==> src/rtl/robot_pkg.sv <==
// rtl/robot_pkg.sv - shared state type and default constants for the motion sequencer
// Purpose: state encoding of the sequencer FSM, default parameter values and a
//          small helper used when sizing counters.
// Ports:   none (package).
package robot_pkg;

  typedef enum logic [1:0] {
    IDLE   = 2'd0,
    FWD    = 2'd1,
    TURN   = 2'd2,
    SETTLE = 2'd3
  } motion_state_t;

  localparam int STEP_DIV_DEF   = 4;
  localparam int FWD_STEPS_DEF  = 8;
  localparam int TURN_STEPS_DEF = 4;
  localparam int SETTLE_CYC_DEF = 2;

  function automatic int max_int(input int a, input int b);
    return (a > b) ? a : b;
  endfunction

endpackage

==> src/rtl/step_prescaler.sv <==
// rtl/step_prescaler.sv - wheel step rate prescaler
// Purpose: counts 0..STEP_DIV-1 while enabled and flags the terminal count.
// Ports:
//   clk      in  system clock
//   rst      in  synchronous active-high reset
//   clear    in  restart the count at 0 on the next edge
//   enable   in  advance the count
//   tick     out count is at STEP_DIV-1 (a step happens in this cycle)
//   pre_tick out count is at STEP_DIV-2 (a step happens in the next cycle)
module step_prescaler
  import robot_pkg::*;
#(
  parameter int STEP_DIV = STEP_DIV_DEF
) (
  input  logic clk,
  input  logic rst,
  input  logic clear,
  input  logic enable,
  output logic tick,
  output logic pre_tick
);

  localparam int PW = $clog2(STEP_DIV);
  localparam logic [PW-1:0] LAST = PW'(STEP_DIV - 1);
  localparam logic [PW-1:0] PRE  = PW'(STEP_DIV - 2);

  logic [PW-1:0] count;

  always_ff @(posedge clk) begin
    if (rst || clear) begin
      count <= '0;
    end else if (enable) begin
      count <= (count == LAST) ? '0 : count + PW'(1);
    end
  end

  assign tick     = enable && (count == LAST);
  // One cycle of look-ahead lets the step outputs be registered yet still
  // land in the same cycle the count sits at its terminal value.
  assign pre_tick = enable && (count == PRE);

endmodule

==> src/rtl/robot_motion_sequencer.sv <==
// rtl/robot_motion_sequencer.sv - turns front/turn commands into stepper pulse bursts
// Purpose: a forward command becomes FWD_STEPS paired wheel steps, a turn command
//          becomes a right pivot of TURN_STEPS steps; each move is followed by
//          SETTLE_CYC dead cycles. Commands arriving while busy are dropped.
// Ports:
//   clk    in  system clock
//   rst    in  synchronous active-high reset
//   front  in  forward command (level)
//   turn   in  turn command (level, wins over front)
//   halt   in  abort forward moves / block forward starts (level)
//   step_l out left-wheel step pulse
//   step_r out right-wheel step pulse
//   dir_l  out left-wheel direction, 1 = forward
//   dir_r  out right-wheel direction, 1 = forward
//   busy   out move or settle in progress
//   done   out one-cycle pulse in the first idle cycle after a move
module robot_motion_sequencer
  import robot_pkg::*;
#(
  parameter int STEP_DIV   = STEP_DIV_DEF,
  parameter int FWD_STEPS  = FWD_STEPS_DEF,
  parameter int TURN_STEPS = TURN_STEPS_DEF,
  parameter int SETTLE_CYC = SETTLE_CYC_DEF
) (
  input  logic clk,
  input  logic rst,
  input  logic front,
  input  logic turn,
  input  logic halt,
  output logic step_l,
  output logic step_r,
  output logic dir_l,
  output logic dir_r,
  output logic busy,
  output logic done
);

  localparam int SW = $clog2(max_int(FWD_STEPS, TURN_STEPS) + 1);
  localparam int CW = $clog2(SETTLE_CYC + 1);
  localparam logic [SW-1:0] FWD_LAST    = SW'(FWD_STEPS - 1);
  localparam logic [SW-1:0] TURN_LAST   = SW'(TURN_STEPS - 1);
  localparam logic [CW-1:0] SETTLE_LAST = CW'(SETTLE_CYC - 1);

  motion_state_t state;
  motion_state_t state_next;

  logic [SW-1:0] step_cnt;
  logic [CW-1:0] settle_cnt;
  logic          turn_move;
  logic          moving;
  logic          entering;
  logic          tick;
  logic          pre_tick;
  logic          step_d;
  logic          dir_r_d;

  assign moving   = (state == FWD) || (state == TURN);
  assign entering = (state_next != state);

  step_prescaler #(
    .STEP_DIV(STEP_DIV)
  ) u_prescaler (
    .clk      (clk),
    .rst      (rst),
    .clear    (entering),
    .enable   (moving),
    .tick     (tick),
    .pre_tick (pre_tick)
  );

  // State register
  always_ff @(posedge clk) begin
    if (rst) begin
      state <= IDLE;
    end else begin
      state <= state_next;
    end
  end

  // Next-state logic
  always_comb begin
    state_next = state;
    case (state)
      IDLE: begin
        if (turn) begin
          state_next = TURN;
        end else if (front && !halt) begin
          state_next = FWD;
        end
      end
      FWD: begin
        if (halt || (tick && (step_cnt == FWD_LAST))) begin
          state_next = SETTLE;
        end
      end
      TURN: begin
        if (tick && (step_cnt == TURN_LAST)) begin
          state_next = SETTLE;
        end
      end
      SETTLE: begin
        if (settle_cnt == SETTLE_LAST) begin
          state_next = IDLE;
        end
      end
      default: state_next = IDLE;
    endcase
  end

  // Step and settle counters restart on every state change.
  always_ff @(posedge clk) begin
    if (rst || entering) begin
      step_cnt   <= '0;
      settle_cnt <= '0;
    end else begin
      if (moving && tick) begin
        step_cnt <= step_cnt + SW'(1);
      end
      if (state == SETTLE) begin
        settle_cnt <= settle_cnt + CW'(1);
      end
    end
  end

  // Remembers which kind of move the current SETTLE belongs to.
  always_ff @(posedge clk) begin
    if (rst) begin
      turn_move <= 1'b0;
    end else if ((state == IDLE) && entering) begin
      turn_move <= (state_next == TURN);
    end
  end

  // Output logic: values the output registers take at the next edge
  always_comb begin
    step_d  = 1'b0;
    dir_r_d = 1'b1;
    // A step is only issued if the move survives this edge; a halt or the
    // final step leaving the state suppresses it.
    if (moving && !entering && pre_tick) begin
      step_d = 1'b1;
    end
    if (state_next == TURN) begin
      dir_r_d = 1'b0;
    end else if (state_next == SETTLE) begin
      dir_r_d = !turn_move;
    end
  end

  always_ff @(posedge clk) begin
    if (rst) begin
      step_l <= 1'b0;
      step_r <= 1'b0;
      dir_l  <= 1'b1;
      dir_r  <= 1'b1;
      busy   <= 1'b0;
      done   <= 1'b0;
    end else begin
      step_l <= step_d;
      step_r <= step_d;
      dir_l  <= 1'b1;
      dir_r  <= dir_r_d;
      busy   <= (state_next != IDLE);
      done   <= (state == SETTLE) && (state_next == IDLE);
    end
  end

endmodule

==> config.mk <==
export PLATFORM = sky130hd
export DESIGN_NAME = robot_motion_sequencer
export DESIGN_NICKNAME = d
export VERILOG_FILES = /design/src/rtl/robot_pkg.sv /design/src/rtl/step_prescaler.sv /design/src/rtl/robot_motion_sequencer.sv
export SDC_FILE = /design/constraint.sdc
export NUM_CORES = 1
export LEC_CHECK = 0
export CAP_MARGIN = 40
export CORE_AREA = 2 2 40 42
export DETAILED_ROUTE_END_ITERATION = 8
export DIE_AREA = 0 0 42 44
export DONT_BUFFER_PORTS = 1
export MAX_ROUTING_LAYER = met4
export PLACE_DENSITY = 0.75
export REMOVE_ABC_BUFFERS = 1
export SLEW_MARGIN = 20
export SYNTH_ARGS = -nofsm -noshare
export SYNTH_HDL_FRONTEND = slang
export SYNTH_SLANG_ARGS = --single-unit
==> constraint.sdc <==
create_clock -name clk -period 7.1 [get_ports clk]
set_clock_uncertainty 0.15 [all_clocks]
set_input_delay 1.065 -clock clk [delete_from_list [all_inputs] [get_ports clk]]
set_output_delay 1.065 -clock clk [all_outputs]
set_load 0.02 [all_outputs]
==> results_dict.tcl <==
set metrics [dict create \
    outcome "finished clean" \
    drv_slew 0 \
    fin_cells 106 \
    synth_cell_type_count 33 \
    place_inst 102 \
    yosys_warnings 0 \
    setup_viol 0 \
    track_usage_pct 20.7 \
    clk_pin_slew_worst_paths_ns 0.10 \
    placed_area_um2 837 \
    worst-path-buf-inv 1 \
    async_reset_ff_share_pct 0 \
    total_power_uw 220 \
    numCtsBuffers 3 \
    worst_hold_slack_ns 0.319 \
    period_share_pct 36.4 \
    cts_tree "built" \
    holdBufCountCts 0 \
    viasPerCell 6.04 \
    synth-seq-area-share_pct 35.9 \
    die_x_um 42 \
    worstPathCellList "inv_1 > ha_1 > nand4b_1 > o211ai_1 > nand2_1 > a32o_1 > a221o_1" \
    path_class "reg -> reg" \
    period_needed_ns 2.59 \
    p_leak_nw 0.325 \
    hp-class "reg -> reg" \
    io_pins 11 \
    synth_edf_count 0 \
    drcViolationCount 0 \
    row_count 14 \
    portBuffers 0 \
    clock.fmax_ghz 0.386 \
    syn_area_per_cell_um2 9.41 \
    final_common_cell "dfxtp_1" \
    slowest_stage "dfxtp_1" \
    crit_path_end_kind "flip-flop" \
    critPathTopFamily "compound AO/OA/AOI/OAI gates" \
    grt_max_degree 10 \
    clock_tree.buffer_depth 2 \
    syn_area_um2 837 \
    wirelength_um 1540 \
    dp_hpwl_um 1080 \
    drive_above_1_share_pct 11.1 \
    antenna_found_initial 0 \
    power_density_nw_per_um2 254 \
    post_cts_buffers 0 \
    cts_root_buffer "clkbuf_4" \
    hold_viol 0 \
    grt_overflow_total 0 \
    startpoint_type "flip-flop" \
    dr.first_iter.drc_count 5 \
    gp_congestion 0.814 \
    slowest_delay_ns 0.49 \
    critPathMaxFanout 8 \
    postLayoutCellArea_um2 865 \
    area_delta_synth_final_pct 3.29 \
    clock-sinks 15 \
    wl_per_cell_um 14.5 \
    ant_nets 0 \
    dr_total_vias 640 \
    peakVddDrop_v 0.000141 \
    critical_path_required_ns 7.13 \
    worstSkewPairLatency_ns 0.29 \
    rsz0062_at_grt "no" \
    ys_ff_latch 15 \
    tns_ns 0 \
    mostFrequentLayoutCells "dfxtp_1 (15), nor2_1 (12), ha_1 (9)" \
    cts_resized 0 \
    core_um2 1420 \
    grt_pass1_wl_um 2670 \
    chipHeight_um 44 \
    cp.arrival_ns 2.62 \
    synth_flop_cell "dfxtp_1" \
    first_global_vias 609 \
    drtPass1Iterations 4 \
    maxCapViolCount 0 \
    synth_cells 89 \
    n_antenna_cell 0 \
    start_util_pct 59.0 \
    fin_nets 105 \
    dieArea_um2 1850 \
    htreeDepth 1 \
]
[metrics by stage]
stage          setup slack [ns]  util, %
6_report                   4.51     60.9
5_1_grt                    4.35     60.9
4_1_cts                    4.51     60.9
3_5_place_dp               4.56     59.0
3_3_place_gp               4.60     59.0
2_1_floorplan              4.67        -
[layer usage]
layer | wire (um) | track usage, % | up-vias
met2 | 784 | 34.4 | 15
met5 | 0 | - | -
met3 | 58 | 6.25 | 4
li1 | - | - | 321
met1 | 671 | 22.1 | 300
met4 | 27 | 11.6 | 0
[path summary, 6_finish.rpt]
| kind | slack [ns] | startpoint | end | cells after the start |
|---|---|---|---|---|
| min reg2reg | 0.32 | turn_move$_SDFFE_PP0P_ | dir_r$_SDFF_PP1_ | 1 |
| min | 0.32 | turn_move$_SDFFE_PP0P_ | dir_r$_SDFF_PP1_ | 1 |
| max reg2reg | 4.51 | state[0]$_SDFF_PP0_ | turn_move$_SDFFE_PP0P_ | 7 |
| max | 4.51 | state[0]$_SDFF_PP0_ | turn_move$_SDFFE_PP0P_ | 7 |
[state kept, by name, indices dropped and copies added, names as in the netlist]
name               cells
step_cnt               4
dir_r                  1
done                   1
step_r                 1
busy                   1
turn_move              1
u_prescaler.count      2
state                  2
settle_cnt             2
[power breakdown]
group,internal [mW],total [mW],switching [mW]
Sequential,0.0932,0.105,0.0119
Clock,0.0209,0.0503,0.0293
Combinational,0.0245,0.0643,0.0398
Total,0.139,0.220,0.0811
[cell usage after synthesis (all sizes together) (2+ instances only)]
| library cell | instances | area [um^2] |
|---|---|---|
| nor2b | 3 | 21.3 |
| dfxtp | 15 | 300 |
| xnor2 | 3 | 26.3 |
| nand2 | 4 | 15.0 |
| nand3 | 4 | 20.0 |
| nor2 | 12 | 45.0 |
| a21oi | 6 | 30.0 |
| inv | 6 | 22.5 |
| buf | 3 | 20.0 |
| a211oi | 2 | 25.0 |
| ha | 9 | 113 |
| o21ai | 3 | 15.0 |
| nand3b | 2 | 18.8 |
| nor4 | 2 | 12.5 |
[cell type report]
class	instances	area (um^2)
clock buffers	3	22.5
clock inverters	1	5.00
inverters	6	22.5
well taps	16	20.0
multi-input cells	65	494
fillers	120	554
flip-flops and latches	15	300
[logic make-up (layout without fill, tap and decap cells)]
group                      count (synthesis)  count (layout)  share of synthesized area (%)
adders and majority gates                  9               9                           13.5
AOI/OAI and AO/OA                         18              18                           18.7
DFF                                       15              15                           35.9
buffers and inverters                      9              10                           5.08
other                                      1               1                          0.448
and+or+nand+nor                           32              32                           21.1
muxes                                      1               1                           1.20
xor gates and xnor gates                   4               4                           4.19
Note: power is estimated with default switching activity, not from simulation.
